[src/rtl/nand_sweep_pkg.sv]
// Shared types and helpers for the NAND cell sweep sequencer and its checker.
package nand_sweep_pkg;

   typedef enum logic [1:0] {
      IDLE   = 2'd0,
      SETTLE = 2'd1,
      SAMPLE = 2'd2,
      DONE   = 2'd3
   } state_e;

   localparam int unsigned VEC_N = 4;
   localparam int unsigned VEC_W = $clog2(VEC_N);

   // Golden response of a 2-input NAND.
   function automatic logic nand_ref(input logic a, input logic b);
      return ~(a & b);
   endfunction

endpackage

[src/rtl/nand_sweep_checker.sv]
// Compares the cell output against the NAND reference; keeps the saturating error count and sticky fail map.
// NAND_SWEEP_XCHK_EN: when defined, X/Z on gate_out counts as a mismatch.
module nand_sweep_checker
   import nand_sweep_pkg::*;
#(
   parameter int unsigned CNT_W = 8
) (
   input  logic             clk,
   input  logic             rst,
   input  logic             clr,
   input  logic             en,
   input  logic [VEC_W-1:0] vec,
   input  logic             a,
   input  logic             b,
   input  logic             gate_out,
   output logic             mismatch_c,
   output logic [CNT_W-1:0] err_count,
   output logic [VEC_N-1:0] fail_vec
);

   localparam logic [CNT_W-1:0] ERR_MAX = {CNT_W{1'b1}};

   logic [CNT_W-1:0] err_count_q, err_count_d;
   logic [VEC_N-1:0] fail_vec_q, fail_vec_d;

   // Unknown compare results only count as failures when X-checking is enabled.
   always_comb begin
`ifdef NAND_SWEEP_XCHK_EN
      mismatch_c = (gate_out !== nand_ref(a, b));
`else
      mismatch_c = ((gate_out ^ nand_ref(a, b)) === 1'b1);
`endif
   end

   always_comb begin
      err_count_d = err_count_q;
      fail_vec_d  = fail_vec_q;
      if (clr) begin
         err_count_d = '0;
         fail_vec_d  = '0;
      end else if (en && mismatch_c) begin
         if (err_count_q != ERR_MAX) begin
            err_count_d = err_count_q + CNT_W'(1);
         end
         fail_vec_d[vec] = 1'b1;
      end
   end

   always_ff @(posedge clk) begin
      if (rst) begin
         err_count_q <= '0;
         fail_vec_q  <= '0;
      end else begin
         err_count_q <= err_count_d;
         fail_vec_q  <= fail_vec_d;
      end
   end

   assign err_count = err_count_q;
   assign fail_vec  = fail_vec_q;

endmodule

[src/rtl/nand_sweep_ctrl.sv]
// Sweeps all four input vectors through a NAND cell ITERS times and reports pass/fail.
// NAND_SWEEP_XCHK_EN (in the checker) selects X/Z-aware comparison.
module nand_sweep_ctrl
   import nand_sweep_pkg::*;
#(
   parameter int unsigned SETTLE_CYCLES = 2,
   parameter int unsigned ITERS         = 1,
   parameter int unsigned CNT_W         = 8
) (
   input  logic             clk,
   input  logic             rst,
   input  logic             start,
   output logic             busy,
   output logic             done,
   output logic             pass,
   output logic             gate_a,
   output logic             gate_b,
   input  logic             gate_out,
   output logic [CNT_W-1:0] err_count,
   output logic [3:0]       fail_vec
);

   localparam int unsigned SET_W  = (SETTLE_CYCLES > 1) ? $clog2(SETTLE_CYCLES) : 1;
   localparam int unsigned ITER_W = (ITERS > 1) ? $clog2(ITERS) : 1;
   localparam logic [SET_W-1:0]  SET_LOAD  = SET_W'(SETTLE_CYCLES - 1);
   localparam logic [ITER_W-1:0] ITER_LAST = ITER_W'(ITERS - 1);
   localparam logic [VEC_W-1:0]  VEC_LAST  = VEC_W'(VEC_N - 1);

   state_e            state_q, state_d;
   logic [SET_W-1:0]  settle_q, settle_d;
   logic [VEC_W-1:0]  vec_q, vec_d;
   logic [ITER_W-1:0] iter_q, iter_d;
   logic              busy_q, busy_d;
   logic              done_q, done_d;
   logic              pass_q, pass_d;
   logic              gate_a_q, gate_a_d;
   logic              gate_b_q, gate_b_d;
   logic              accept_c, sample_c, mismatch_c;

   always_comb begin
      state_d  = state_q;
      settle_d = settle_q;
      vec_d    = vec_q;
      iter_d   = iter_q;
      busy_d   = busy_q;
      done_d   = 1'b0;
      pass_d   = pass_q;
      gate_a_d = gate_a_q;
      gate_b_d = gate_b_q;
      accept_c = 1'b0;
      sample_c = 1'b0;
      case (state_q)
         IDLE: begin
            if (start) begin
               accept_c = 1'b1;
               state_d  = SETTLE;
               settle_d = SET_LOAD;
               vec_d    = '0;
               iter_d   = '0;
               busy_d   = 1'b1;
               pass_d   = 1'b0;
               gate_a_d = 1'b0;
               gate_b_d = 1'b0;
            end
         end
         SETTLE: begin
            if (settle_q == '0) begin
               state_d = SAMPLE;
            end else begin
               settle_d = settle_q - SET_W'(1);
            end
         end
         SAMPLE: begin
            sample_c = 1'b1;
            if (vec_q == VEC_LAST && iter_q == ITER_LAST) begin
               // The final sample's mismatch is not yet reflected in err_count.
               pass_d  = (err_count == '0) && !mismatch_c;
               done_d  = 1'b1;
               state_d = DONE;
            end else begin
               if (vec_q == VEC_LAST) begin
                  iter_d = iter_q + ITER_W'(1);
                  vec_d  = '0;
               end else begin
                  vec_d = vec_q + VEC_W'(1);
               end
               gate_a_d = vec_d[1];
               gate_b_d = vec_d[0];
               settle_d = SET_LOAD;
               state_d  = SETTLE;
            end
         end
         DONE: begin
            busy_d  = 1'b0;
            state_d = IDLE;
         end
         default: state_d = IDLE;
      endcase
   end

   always_ff @(posedge clk) begin
      if (rst) begin
         state_q  <= IDLE;
         settle_q <= '0;
         vec_q    <= '0;
         iter_q   <= '0;
         busy_q   <= 1'b0;
         done_q   <= 1'b0;
         pass_q   <= 1'b0;
         gate_a_q <= 1'b0;
         gate_b_q <= 1'b0;
      end else begin
         state_q  <= state_d;
         settle_q <= settle_d;
         vec_q    <= vec_d;
         iter_q   <= iter_d;
         busy_q   <= busy_d;
         done_q   <= done_d;
         pass_q   <= pass_d;
         gate_a_q <= gate_a_d;
         gate_b_q <= gate_b_d;
      end
   end

   nand_sweep_checker #(
      .CNT_W (CNT_W)
   ) u_checker (
      .clk        (clk),
      .rst        (rst),
      .clr        (accept_c),
      .en         (sample_c),
      .vec        (vec_q),
      .a          (gate_a_q),
      .b          (gate_b_q),
      .gate_out   (gate_out),
      .mismatch_c (mismatch_c),
      .err_count  (err_count),
      .fail_vec   (fail_vec)
   );

   assign busy   = busy_q;
   assign done   = done_q;
   assign pass   = pass_q;
   assign gate_a = gate_a_q;
   assign gate_b = gate_b_q;

endmodule
[config.mk]
export PLATFORM = sky130hd
export DESIGN_NAME = nand_sweep_ctrl
export DESIGN_NICKNAME = d
export VERILOG_FILES = /design/src/rtl/nand_sweep_pkg.sv /design/src/rtl/nand_sweep_checker.sv /design/src/rtl/nand_sweep_ctrl.sv
export SDC_FILE = /design/constraint.sdc
export NUM_CORES = 1
export LEC_CHECK = 0
export CAP_MARGIN = 5
export CORE_MARGIN = 2
export CORE_UTILIZATION = 45
export CTS_BUF_LIST = sky130_fd_sc_hd__clkbuf_16
export DETAILED_ROUTE_END_ITERATION = 10
export PLACE_DENSITY = 0.74
export SLEW_MARGIN = 5
export SYNTH_ARGS = -nofsm -noshare
export SYNTH_HDL_FRONTEND = slang
export SYNTH_SLANG_ARGS = --single-unit
[constraint.sdc]
create_clock -name clk -period 1.6 [get_ports clk]
set_input_delay 0.32 -clock clk [delete_from_list [all_inputs] [get_ports clk]]
set_output_delay 0.32 -clock clk [all_outputs]
set_load 0.02 [all_outputs]
== After elaboration in Yosys (flattened, before gate mapping) ==
Cells that the tools add are included.

* Reductions and logical operators: 19
* Eq/ne operators: 11
* $add $sub $neg: 4
* Multiplexer cells: 29
* Bitwise gates (word level): 6
* Magnitude comparators: 2

{| class="wikitable"
|+ Operators by type and width
! cell !! count
|-
| 1-bit two-way mux || 14
|-
| 2-bit two-way mux || 6
|-
| 2-bit inequality test (second input constant) || 5
|-
| 1-bit one-hot mux with 2 select lines || 5
|-
| 3-bit AND reduction || 3
|-
| 8-bit by 1-bit adder with 8-bit output (second input constant) || 1
|-
| 8-bit logical NOT || 1
|-
| 8-bit inequality test (second input constant) || 1
|-
| 2-bit one-hot mux with 4 select lines || 1
|-
| 2-bit equality test (second input constant) || 3
|-
| 2-bit AND reduction || 3
|-
| 1-bit logical AND || 4
|-
| 4-bit OR || 1
|-
| 2-bit one-hot mux with 2 select lines || 1
|-
| 4-bit AND reduction || 1
|-
| 2-bit nonzero test || 2
|-
| 2-bit OR reduction || 2
|-
| 2-bit by 3-bit less-than comparator with 1-bit output (second input constant) || 1
|-
| 1-bit NOT || 3
|-
| 1-bit one-hot mux with 3 select lines || 1
|-
| 3-bit nonzero test || 1
|-
| 2-bit by 1-bit adder with 2-bit output (second input constant) || 1
|-
| 1-bit demux with 2-bit select || 1
|-
| 2-bit by 1-bit equality test with 1-bit output (second input constant) || 1
|-
| 8 further kinds || 8
|}

* Output and inout port bits: 17
* Input port bits: 4
* Bits in registers: 23
* Word-level logic and storage cells: 82

== Longest topological paths before layout ==
Gate-level depths: netlist of the first run.

* Depth after elaboration: 8
* Mapped depth: 6
* Depth with buffers taken out: 6

== By module ==
From an unflattened synthesis of the first run, not the netlist that was laid out.

* Cells, all modules: 119
* Area total of the unflattened synthesis: 1042.2 µm²

{| class="wikitable"
|+ Modules (own cells, without submodules)
! module !! cells each !! instances !! seq. area each (µm²) !! area each (µm²)
|-
| nand_sweep_checker || 68 || 1 || 240.2 || 579.3
|-
| nand_sweep_ctrl || 51 || 1 || 180.2 || 462.9
|}

== Worst setup path before layout of the first run ==
No wires, ideal clock.

* Kind: register -> register
* Start point: register vec_q[0] (netlist name)
* End point: register u_checker.err_count_q[3], in the netlist u_checker.err_count[3]
* Library setup time: 70 ps
* Cell stages (with the launch flop): 6
* Buffers on the path: 0
* Path slack: -67 ps
* Required time: 1530 ps
* Arrival: 1597 ps
* Clock period less this slack: 1667 ps
* Path through: dfxtp_1 ha_1 xnor2_4 o211ai_4 or3_1 a21oi_1

{| class="wikitable"
|+ RTL lines
! element !! RTL line !! source
|-
| end signal, assigned || nand_sweep_checker.sv:54 || <nowiki>err_count_q <= err_count_d;</nowiki>
|-
| end, declared || nand_sweep_checker.sv:23 || <nowiki>logic [CNT_W-1:0] err_count_q, err_count_d;</nowiki>
|}

== Final worst setup path of the first run ==
* Start point: input port gate_out
* End point: register u_checker.err_count_q[3], in the netlist u_checker.err_count[3]

* Word-level cells in the longest chain between the ends: 4

{| class="wikitable"
|+ Ends and longest elaborated chain
! element !! RTL line !! source
|-
| start, declared || nand_sweep_ctrl.sv:18 || <nowiki>input logic gate_out,</nowiki>
|-
| 1-bit XOR || nand_sweep_checker.sv:31 || <nowiki>mismatch_c = ((gate_out ^ nand_ref(a, b)) === 1'b1);</nowiki>
|-
| 1-bit === test || nand_sweep_checker.sv:31 ||
|-
| 1-bit logical AND || nand_sweep_checker.sv:41 || <nowiki>end else if (en && mismatch_c) begin</nowiki>
|-
| 2-bit AND reduction (no line) || -- ||
|}

Every way passes these cells.
A chain may end at the register's enable or synchronous reset.

==> flow_summary.json, run 1 <==
{
  "required_ps": 1780,
  "fin_util": 0.666,
  "num_vias": 970,
  "grt_pass1_vias": 905,
  "synth_edf_count": 0,
  "syn_avg_cell_area_um2": 9.03,
  "total_power_mw": 1.19,
  "place.gp.congestion": 0.834,
  "cp_cell_sequence": "clkdlybuf4s50_1, xnor2_4, o211ai_4, or3_1, a21oi_1",
  "cts.sinks": 21,
  "register_area_um2": 425,
  "cts_hold_buffers": 0,
  "fillCellCount": 187,
  "cp_max_fo": 5,
  "ys_seq_area_frac": 0.398,
  "reg2reg_to": "u_checker.err_count[3]$_SDFFE_PP0P_",
  "netlist_area_um2": 1060,
  "antenna_found_initial": 0,
  "status": "finished, final reports clean",
  "power_leakage_nw": 0.633,
  "hold_viol_final": 0,
  "p_per_area_nw_per_um2": 811,
  "viasPerCell": 5.45,
  "die_h_um": 52.4,
  "ir_worst_vdd_v": 0.000642,
  "n_antenna_cell": 0,
  "finalNonFillerCells": 178,
  "start_util": 0.477,
  "placed_area_um2": 1380,
  "max_stage_delay_ps": 490,
  "fin_crit_ps": 1530,
  "hold_path_class": "reg -> reg",
  "finalSetupViolCount": 0,
  "multi_input_area_um2": 612,
  "rr_worst_depth": 5,
  "clk_pin_slew_worst_paths_ps": 60,
  "drt_wl_total_um": 2420,
  "numCtsBuffers": 3,
  "cp_slowest_cell": "clkdlybuf4s50_1",
  "async_flop_share": 0,
  "antenna_left": 0,
  "grt_pass1_wl_um": 3890,
  "die_x_um": 52.4,
  "grt_max_degree": 13,
  "synth_area_leader_cell": "dfxtp_1",
  "cts-root-buf": "clkbuf_16",
  "cts_tree": "yes",
  "drv_cap": 0,
  "max-slew-margin-rel": 0.814,
  "portBuffers": 20,
  "core_um2": 2210,
  "grt.total_usage": 0.191,
  "first_iter_violations": 17,
  "timing.fmax_mhz": 652,
  "clock_skew_ps": 4.26,
  "syn_inst": 117,
  "insertion_delay_ps": 250,
  "yosysWarnings": 0,
  "yosysUniqueCellTypes": 40,
  "rsz0062_at_grt": "no",
  "nets": 162,
  "synth.area.top_cells": "dfxtp_1 40%, ha_1 8.3%, a21oi_1 6.2%",
  "start_kind": "input port",
  "drv_slew": 0,
  "min_path_cells": 2,
  "post_route_cells_drive_above_1_share": 0.213,
  "final_area_um2": 1470,
  "end_kind": "register",
  "dp_cells": 173,
  "dieArea_um2": 2750,
  "ys.flop_type": "dfxtp_1",
  "crit_type": "in -> reg",
  "ios": 21,
  "ys_seq_elements": 21,
  "fp-row-count": 17,
  "worst-r2r-setup-slack_ps": 100,
  "first_pass_iters": 4,
  "rr_startpoint": "vec_q[1]$_SDFFE_PP0P_",
  "hold_path_startpoint": "u_checker.fail_vec[2]$_SDFFE_PP0P_",
  "htree_levels": 1,
  "drc": 0,
  "worst-slew-pin-transition_ps": 278,
  "synth_nets": 128,
  "overflow": 0,
  "clock_path_buffers": 2,
  "whs_endpoint": "u_checker.fail_vec[2]$_SDFFE_PP0P_",
  "arrival_ps": 1720,
  "timing.hold.ws_ps": 474,
  "synth_top_area_frac": 0.398,
  "syn_to_final_growth_pct": 39.5,
  "routedWlPerCell_um": 13.6,
  "period_share": 0.959,
  "dp_hpwl_um": 1680
}
==> what timing repair did <==
action | in CTS | in global routing
resized for setup | 9 | 7
endpoints found under the setup margin | 9 | 5
pin swaps | 0 | 1
setup buffers | 0 | 1
==> final cells by class <==
class                   count  share of cell area
clock buffers               3              0.0510
clock inverters             1             0.00340
inverters                   5              0.0127
multi-input cells          87               0.415
flip-flops and latches     21               0.289
well taps                  28              0.0238
repair buffers             33               0.205
==> power breakdown <==
group          internal (mW)  switching, mW
clock network          0.335          0.192
logic                 0.0622         0.0620
registers              0.534        0.00890
total                  0.931          0.263
==> flip-flops by register name (all words and copies together), names as in the netlist <==
name	cells
busy	1
done	1
iter_q	1
pass	1
settle_q	1
state_q	2
u_checker.err_count	8
u_checker.fail_vec	4
vec_q	2
==> stage by stage <==
step / setup slack [ps] / setup TNS (ps)
2_1_floorplan: 27.4 / 0
3_3_place_gp: -129 / -477
3_5_place_dp: -168 / -760
4_1_cts: 14.2 / 0
5_1_grt: 0.244 / 0
6_report: 65.4 / 0
==> metal layers <==
layer	vias up	share of wire	GRT usage
met4	0	0.018	0.0855
met2	29	0.48	0.329
met1	451	0.46	0.238
li1	484	-	-
met5	-	0	0
met3	6	0.040	0.0171
==> cell usage in the layout, fill, tap and decap left out, drive strengths merged, types with 3 or more instances in the layout <==
cell type | netlist | layout
clkdlybuf4s50 | 0 | 10
nand4 | 3 | 3
or3 | 4 | 4
ha | 7 | 7
dfxtp | 21 | 21
nand2 | 5 | 5
nand3 | 3 | 3
inv | 5 | 5
buf | 3 | 13
a21oi | 13 | 13
nor2 | 17 | 17
nor3 | 3 | 3
clkbuf | 1 | 3
dlygate4sd2 | 0 | 9
==> worst max-delay path: cells and delay by family <==
kind	cells	cell delay, ps
AO/OA/AOI/OAI	2	260
XOR/XNOR	1	280
buffers and inverters	1	490
AND/OR/NAND/NOR	1	360
==> cell usage after synthesis (2+ instances only) <==
master	number
a21oi_1	13
and3_2	2
dfxtp_1	21
ha_1	7
inv_1	5
mux2i_1	2
nand2_1	5
nand2b_1	2
nand3_1	3
nand4_1	3
nor2_1	17
nor3_1	3
nor3b_1	2
o21ai_0	2
o31ai_1	2
or3_1	4
==> worst max path at each step <==
stage,start,end,slack (ps)
after floorplan,vec_q[1]$_SDFFE_PP0P_,u_checker.err_count[3]$_SDFFE_PP0P_,30
after detailed placement,gate_out,u_checker.err_count[3]$_SDFFE_PP0P_,-170
after CTS,u_checker.err_count[6]$_SDFFE_PP0P_,err_count[6],10
after global placement,gate_out,u_checker.err_count[3]$_SDFFE_PP0P_,-130
after global routing,u_checker.err_count[1]$_SDFFE_PP0P_,u_checker.err_count[1]$_SDFFE_PP0P_,0.2
final,gate_out,u_checker.err_count[3]$_SDFFE_PP0P_,70
==> logic make-up (layout without fill, tap and decap cells) <==
logic type | count (synthesis) | after routing | share of synthesized area
AOI/OAI and AO/OA | 24 | 24 | 0.149
xor gates and xnor gates | 3 | 3 | 0.0427
adders and majority gates | 7 | 7 | 0.0829
buffers and inverters | 9 | 42 | 0.0367
DFF | 21 | 21 | 0.398
muxes | 2 | 2 | 0.0190
and+or+nand+nor | 51 | 51 | 0.271
Note: power is estimated with default switching activity, not from simulation.
==> inputs of run 2 (changes only) <==
--- a/config.mk
+++ b/config.mk
@@ -8,8 +8,8 @@
 export CAP_MARGIN = 5
 export CORE_MARGIN = 2
 export CORE_UTILIZATION = 45
-export CTS_BUF_LIST = sky130_fd_sc_hd__clkbuf_16
 export DETAILED_ROUTE_END_ITERATION = 10
+export GPL_TIMING_DRIVEN = 0
 export PLACE_DENSITY = 0.74
 export SLEW_MARGIN = 5
 export SYNTH_ARGS = -nofsm -noshare
==> run 2 against run 1 <==
  * Fmax up 1.5%
  * Count of clock-buffer cells in the layout unchanged
  * Design area down 7.1%
  * Worst hold slack worse by 94 ps
  * Final cell count down 3.4%
  * Utilization down 4.7 points
  * Non-clock buffer count down 6
  * Global-route usage down 1.8 points
  * Worst setup slack better by 22 ps
  * Critical path type is now reg -> reg
  * Largest power group unchanged
==> flow_summary.json, run 2 (synthesis gave the netlist of run 1 again) <==
{
  "overflow": 0,
  "final_area_um2": 1370,
  "cp_slowest_cell": "dfxtp_4",
  "drc": 0,
  "drv_cap": 0,
  "fin_util": 0.619,
  "hold_viol_final": 0,
  "grt_max_degree": 13,
  "grt_pass1_vias": 809,
  "insertion_delay_ps": 300,
  "power_leakage_nw": 0.657,
  "n_antenna_cell": 0,
  "timing.hold.ws_ps": 380,
  "cp_max_fo": 6,
  "viasPerCell": 5.42,
  "cp_cell_sequence": "ha_4, xnor2_4, o211ai_4, or3_1, a21oi_2",
  "grt.total_usage": 0.172,
  "routedWlPerCell_um": 12.8,
  "status": "finished, final reports clean",
  "start_util": 0.477,
  "rsz0062_at_grt": "no",
  "worst-slew-pin-transition_ps": 414,
  "antenna_found_initial": 0,
  "htree_levels": 1,
  "nets": 156,
  "ios": 21,
  "fp-row-count": 17,
  "start_kind": "register",
  "cpLargestDelayFamily": "flip-flops",
  "max_stage_delay_ps": 390,
  "hold_path_class": "in -> reg",
  "die_h_um": 52.4,
  "timing.setup.tns_ps": 0,
  "arrival_ps": 1760,
  "num_vias": 933,
  "die_x_um": 52.4,
  "end_kind": "register",
  "numCtsBuffers": 3,
  "max-slew-margin-rel": 0.724,
  "period_share": 0.945,
  "clock_path_buffers": 2,
  "required_ps": 1850,
  "cts_tree": "yes",
  "drt_wl_total_um": 2210,
  "largest_reg_flops": 8,
  "drv_slew": 0,
  "post_route_cells_drive_above_1_share": 0.167,
  "grt_pass1_wl_um": 3550,
  "syn_to_final_growth_pct": 29.6,
  "first_pass_iters": 4,
  "place.gp.congestion": 0.790,
  "clk_pin_slew_worst_paths_ps": 120,
  "first_iter_violations": 27,
  "placed_area_um2": 1280,
  "worst-path-buf-inv": 0,
  "clock_skew_ps": 3.72,
  "dieArea_um2": 2750,
  "final_cell_mix": "17 x nor2_1, 17 x dfxtp_1, 12 x a21oi_1, 11 x dlygate4sd2_1, 6 x dlymetal6s2s_1",
  "portBuffers": 19,
  "cts-root-buf": "clkbuf_4",
  "timing.fmax_mhz": 661,
  "crit_type": "reg -> reg",
  "p_per_area_nw_per_um2": 653,
  "core_um2": 2210,
  "ir_worst_vdd_v": 0.000524,
  "fin_crit_ps": 1510,
  "finalSetupViolCount": 0,
  "antenna_left": 0,
  "cts.sinks": 21
}
run 2: cell count changes in the layout (fill, tap and decap cells not counted), moves of 2 or more:
cell	change
dfxtp_2	-2
buf_4	-7
clkbuf_16	-3
dfxtp_4	+2
ha_1	-2
dlygate4sd2_1	+2
clkbuf_4	+3
clkdlybuf4s50_1	-8
dlymetal6s2s_1	+5
run 2: path summary, 6_finish.rpt:
| kind | endpoint | startpoint | slack (ps) | depth (start not counted) |
|---|---|---|---|---|
| worst max-delay path | u_checker.err_count[5]$_SDFFE_PP0P_ | vec_q[0]$_SDFFE_PP0P_ | 90 | 5 |
| worst min-delay path | pass$_SDFFE_PP0P_ | rst | 380 | 2 |
| worst max register to register | u_checker.err_count[5]$_SDFFE_PP0P_ | vec_q[0]$_SDFFE_PP0P_ | 90 | 5 |
| worst min register to register | u_checker.fail_vec[2]$_SDFFE_PP0P_ | u_checker.fail_vec[2]$_SDFFE_PP0P_ | 480 | 2 |
run 2: layer usage:
metal / global-route usage / vias up / part of all wire
li1: - / 469 / -
met1: 0.232 / 432 / 0.45
met2: 0.277 / 30 / 0.49
met3: 0.0286 / 2 / 0.046
met4: 0.0598 / 0 / 0.010
met5: 0 / - / 0
run 2: area by class of cell:
class | instances | area, um^2
repair buffers | 23 | 221
fillers | 217 | 843
plain buffers | 4 | 20.0
flip-flops and latches | 21 | 430
well taps | 28 | 35.0
clock inverters | 1 | 5.00
multi-input cells | 87 | 616
inverters | 5 | 18.8
clock buffers | 3 | 22.5
run 2: report_power, final:
| group | switching [mW] | internal, mW |
|---|---|---|
| Sequential | 0.00949 | 0.531 |
| Clock | 0.161 | 0.0932 |
| Combinational | 0.0563 | 0.0423 |
run 2: through the flow:
stage | std cells | setup WS (ps) | total power [mW]
after floorplan | 117 | 27.4 | 0.619
after global placement | 164 | -223 | 0.647
after detailed placement | 164 | -240 | 0.650
after CTS | 169 | 3.86 | 0.904
after global routing | 172 | 6.59 | 0.929
final | 172 | 87.4 | 0.893
run 2: timing repair:
item,CTS,global route
pin swaps,1,5
buffers inserted,1,3
gates cloned,0,0
gates resized for setup,12,13
hold buffers,0,0
setup endpoints to repair,15,12
==> inputs of run 3 (changes only) <==
--- a/config.mk
+++ b/config.mk
@@ -10,7 +10,7 @@
 export CORE_UTILIZATION = 45
 export DETAILED_ROUTE_END_ITERATION = 10
 export GPL_TIMING_DRIVEN = 0
-export PLACE_DENSITY = 0.74
+export PLACE_DENSITY_LB_ADDON = 0.3
 export SLEW_MARGIN = 5
 export SYNTH_ARGS = -nofsm -noshare
 export SYNTH_HDL_FRONTEND = slang
==> run 3 against run 2 <==
  * Worst hold slack improved by 5.4 ps
  * Routed wire length rose by 2.5%
  * Design area decreased by 1.4%
  * Final cell count shrank 0.58%
  * Clock skew is 2.9 ps higher
  * Register-to-register slack is essentially flat
  * Largest power group unchanged
  * Sequential share of layout area is 0.44 points higher
  * Sequential cell count unchanged
  * Clock power about the same
  * Count of clock-buffer cells in the layout is the same
  * Highest routed layer unchanged
  * Critical path depth is 2 higher
  * Via count rose by 3.2%
==> flow_summary.json, run 3 (synthesis gave the netlist of run 1 again) <==
{
  "syn_to_final_growth_pct": 27.8,
  "insertion_delay_ps": 310,
  "hold_viol_final": 0,
  "nets": 155,
  "routedWlPerCell_um": 13.2,
  "end_kind": "register",
  "ir_worst_vdd_v": 0.000617,
  "register_area_um2": 430,
  "final_area_um2": 1350,
  "internal_power_mw": 0.666,
  "numCtsBuffers": 3,
  "timing.setup.tns_ps": 0,
  "max-slew-margin-rel": 0.717,
  "power_leakage_nw": 0.611,
  "p_per_area_nw_per_um2": 662,
  "antenna_found_initial": 0,
  "cts_tree": "yes",
  "cts_hold_buffers": 0,
  "place.gp.congestion": 0.874,
  "n_antenna_cell": 0,
  "rr_worst_depth": 7,
  "num_vias": 963,
  "drv_cap": 0,
  "start_util": 0.477,
  "cpLargestDelayFamily": "flip-flops",
  "hold_path_class": "in -> reg",
  "required_ps": 1810,
  "sw_frac_of_total": 0.255,
  "htree_levels": 1,
  "drt_wl_total_um": 2260,
  "worst-slew-pin-transition_ps": 424,
  "max_stage_delay_ps": 390,
  "clk_pin_slew_worst_paths_ps": 120,
  "first_pass_iters": 4,
  "cp_slowest_cell": "dfxtp_4",
  "fp-row-count": 17,
  "reg2reg_to": "u_checker.err_count[6]$_SDFFE_PP0P_",
  "clock_skew_ps": 6.65,
  "die_h_um": 52.4,
  "antenna_left": 0,
  "drv_slew": 0,
  "cp_max_fo": 7,
  "portBuffers": 19,
  "dieArea_um2": 2750,
  "timing.hold.ws_ps": 385,
  "cp_cell_sequence": "ha_4, xnor2_4, buf_4, buf_4, nand4_1, nor3_1, a211oi_1",
  "timing.fmax_mhz": 657,
  "cts.sinks": 21,
  "cts-root-buf": "clkbuf_4",
  "dp_hpwl_um": 1620,
  "drc": 0,
  "first_iter_violations": 29,
  "total_power_mw": 0.894,
  "cpMostUsedCell": "buf_4",
  "post_route_cells_drive_above_1_share": 0.161,
  "switchingPower_mw": 0.228,
  "pwr-share-clk": 0.285,
  "arrival_ps": 1730,
  "crit_type": "reg -> reg",
  "grt_max_degree": 13,
  "fin_crit_ps": 1520,
  "largest_reg_flops": 8,
  "combPwrFrac": 0.111,
  "ios": 21,
  "min_path_cells": 2,
  "worst-r2r-setup-slack_ps": 80,
  "fillCellCount": 202,
  "die_x_um": 52.4,
  "finalSetupViolCount": 0,
  "clock_path_buffers": 2,
  "multi_input_area_um2": 616,
  "placed_area_um2": 1280,
  "overflow": 0,
  "viasPerCell": 5.63,
  "rr_startpoint": "vec_q[0]$_SDFFE_PP0P_",
  "period_share": 0.951,
  "hold_path_startpoint": "rst",
  "final_cell_mix": "17 x nor2_1, 17 x dfxtp_1, 14 x dlygate4sd2_1, 12 x a21oi_1",
  "worst-path-buf-inv": 2,
  "grt_pass1_wl_um": 3840,
  "status": "finished, final reports clean",
  "grt.total_usage": 0.186,
  "grt_pass1_vias": 914,
  "p_seq_frac": 0.603,
  "rsz0062_at_grt": "no",
  "whs_endpoint": "pass$_SDFFE_PP0P_",
  "core_um2": 2210,
  "start_kind": "register"
}
[run 3: cell count changes in the layout (fill, tap and decap cells not counted)]
cell,delta
dlygate4sd2_1,+3
dlymetal6s2s_1,-3
buf_4,-1
[run 3: per-stage QoR]
stage	worst slack (ps)	utilization	instances
2_1_floorplan	27.4	-	117
4_1_cts	3.35	0.588	169
5_1_grt	7.62	0.610	171
3_5_place_dp	-271	0.580	164
3_3_place_gp	-227	0.580	164
6_report	78.8	0.610	171
[run 3: worst max path at each step]
stage	cells past startpoint	slack, ps	from	end
final	7	80	vec_q[0]$_SDFFE_PP0P_	u_checker.err_count[6]$_SDFFE_PP0P_
after global routing	7	8	vec_q[0]$_SDFFE_PP0P_	pass$_SDFFE_PP0P_
after CTS	5	3	vec_q[1]$_SDFFE_PP0P_	u_checker.err_count[3]$_SDFFE_PP0P_
after detailed placement	5	-270	gate_out	u_checker.err_count[3]$_SDFFE_PP0P_
after global placement	5	-230	gate_out	u_checker.err_count[3]$_SDFFE_PP0P_
after floorplan	5	30	vec_q[1]$_SDFFE_PP0P_	u_checker.err_count[3]$_SDFFE_PP0P_
[run 3: layout make-up]
| class | instances | area share |
|---|---|---|
| clock buffers | 3 | 0.0167 |
| clock inverters | 1 | 0.00371 |
| repair buffers | 22 | 0.150 |
| well taps | 28 | 0.0260 |
| inverters | 5 | 0.0139 |
| flip-flops and latches | 21 | 0.319 |
| plain buffers | 4 | 0.0148 |
| multi-input cells | 87 | 0.456 |
[run 3: timing repair]
item	CTS	global route
endpoints found under the setup margin	17	9
gates resized for setup	14	11
pin swaps	1	3
setup buffers	1	2
[run 3: routing by layer]
| layer | global-route usage | up-vias | part of all wire |
|---|---|---|---|
| li1 | - | 470 | - |
| met1 | 0.207 | 459 | 0.40 |
| met2 | 0.333 | 32 | 0.54 |
| met3 | 0.0657 | 2 | 0.056 |
| met4 | 0.0470 | 0 | 0.0018 |
| met5 | 0 | - | 0 |
[run 3: power groups by stage]
stage | combinational (mW) | sequential, mW | clock, mW
final | 0.0995 | 0.540 | 0.255
after global routing | 0.110 | 0.542 | 0.292
after CTS | 0.0987 | 0.542 | 0.263
after detailed placement | 0.0961 | 0.554 | 0
after global placement | 0.0935 | 0.554 | 0
after floorplan | 0.0605 | 0.558 | 0
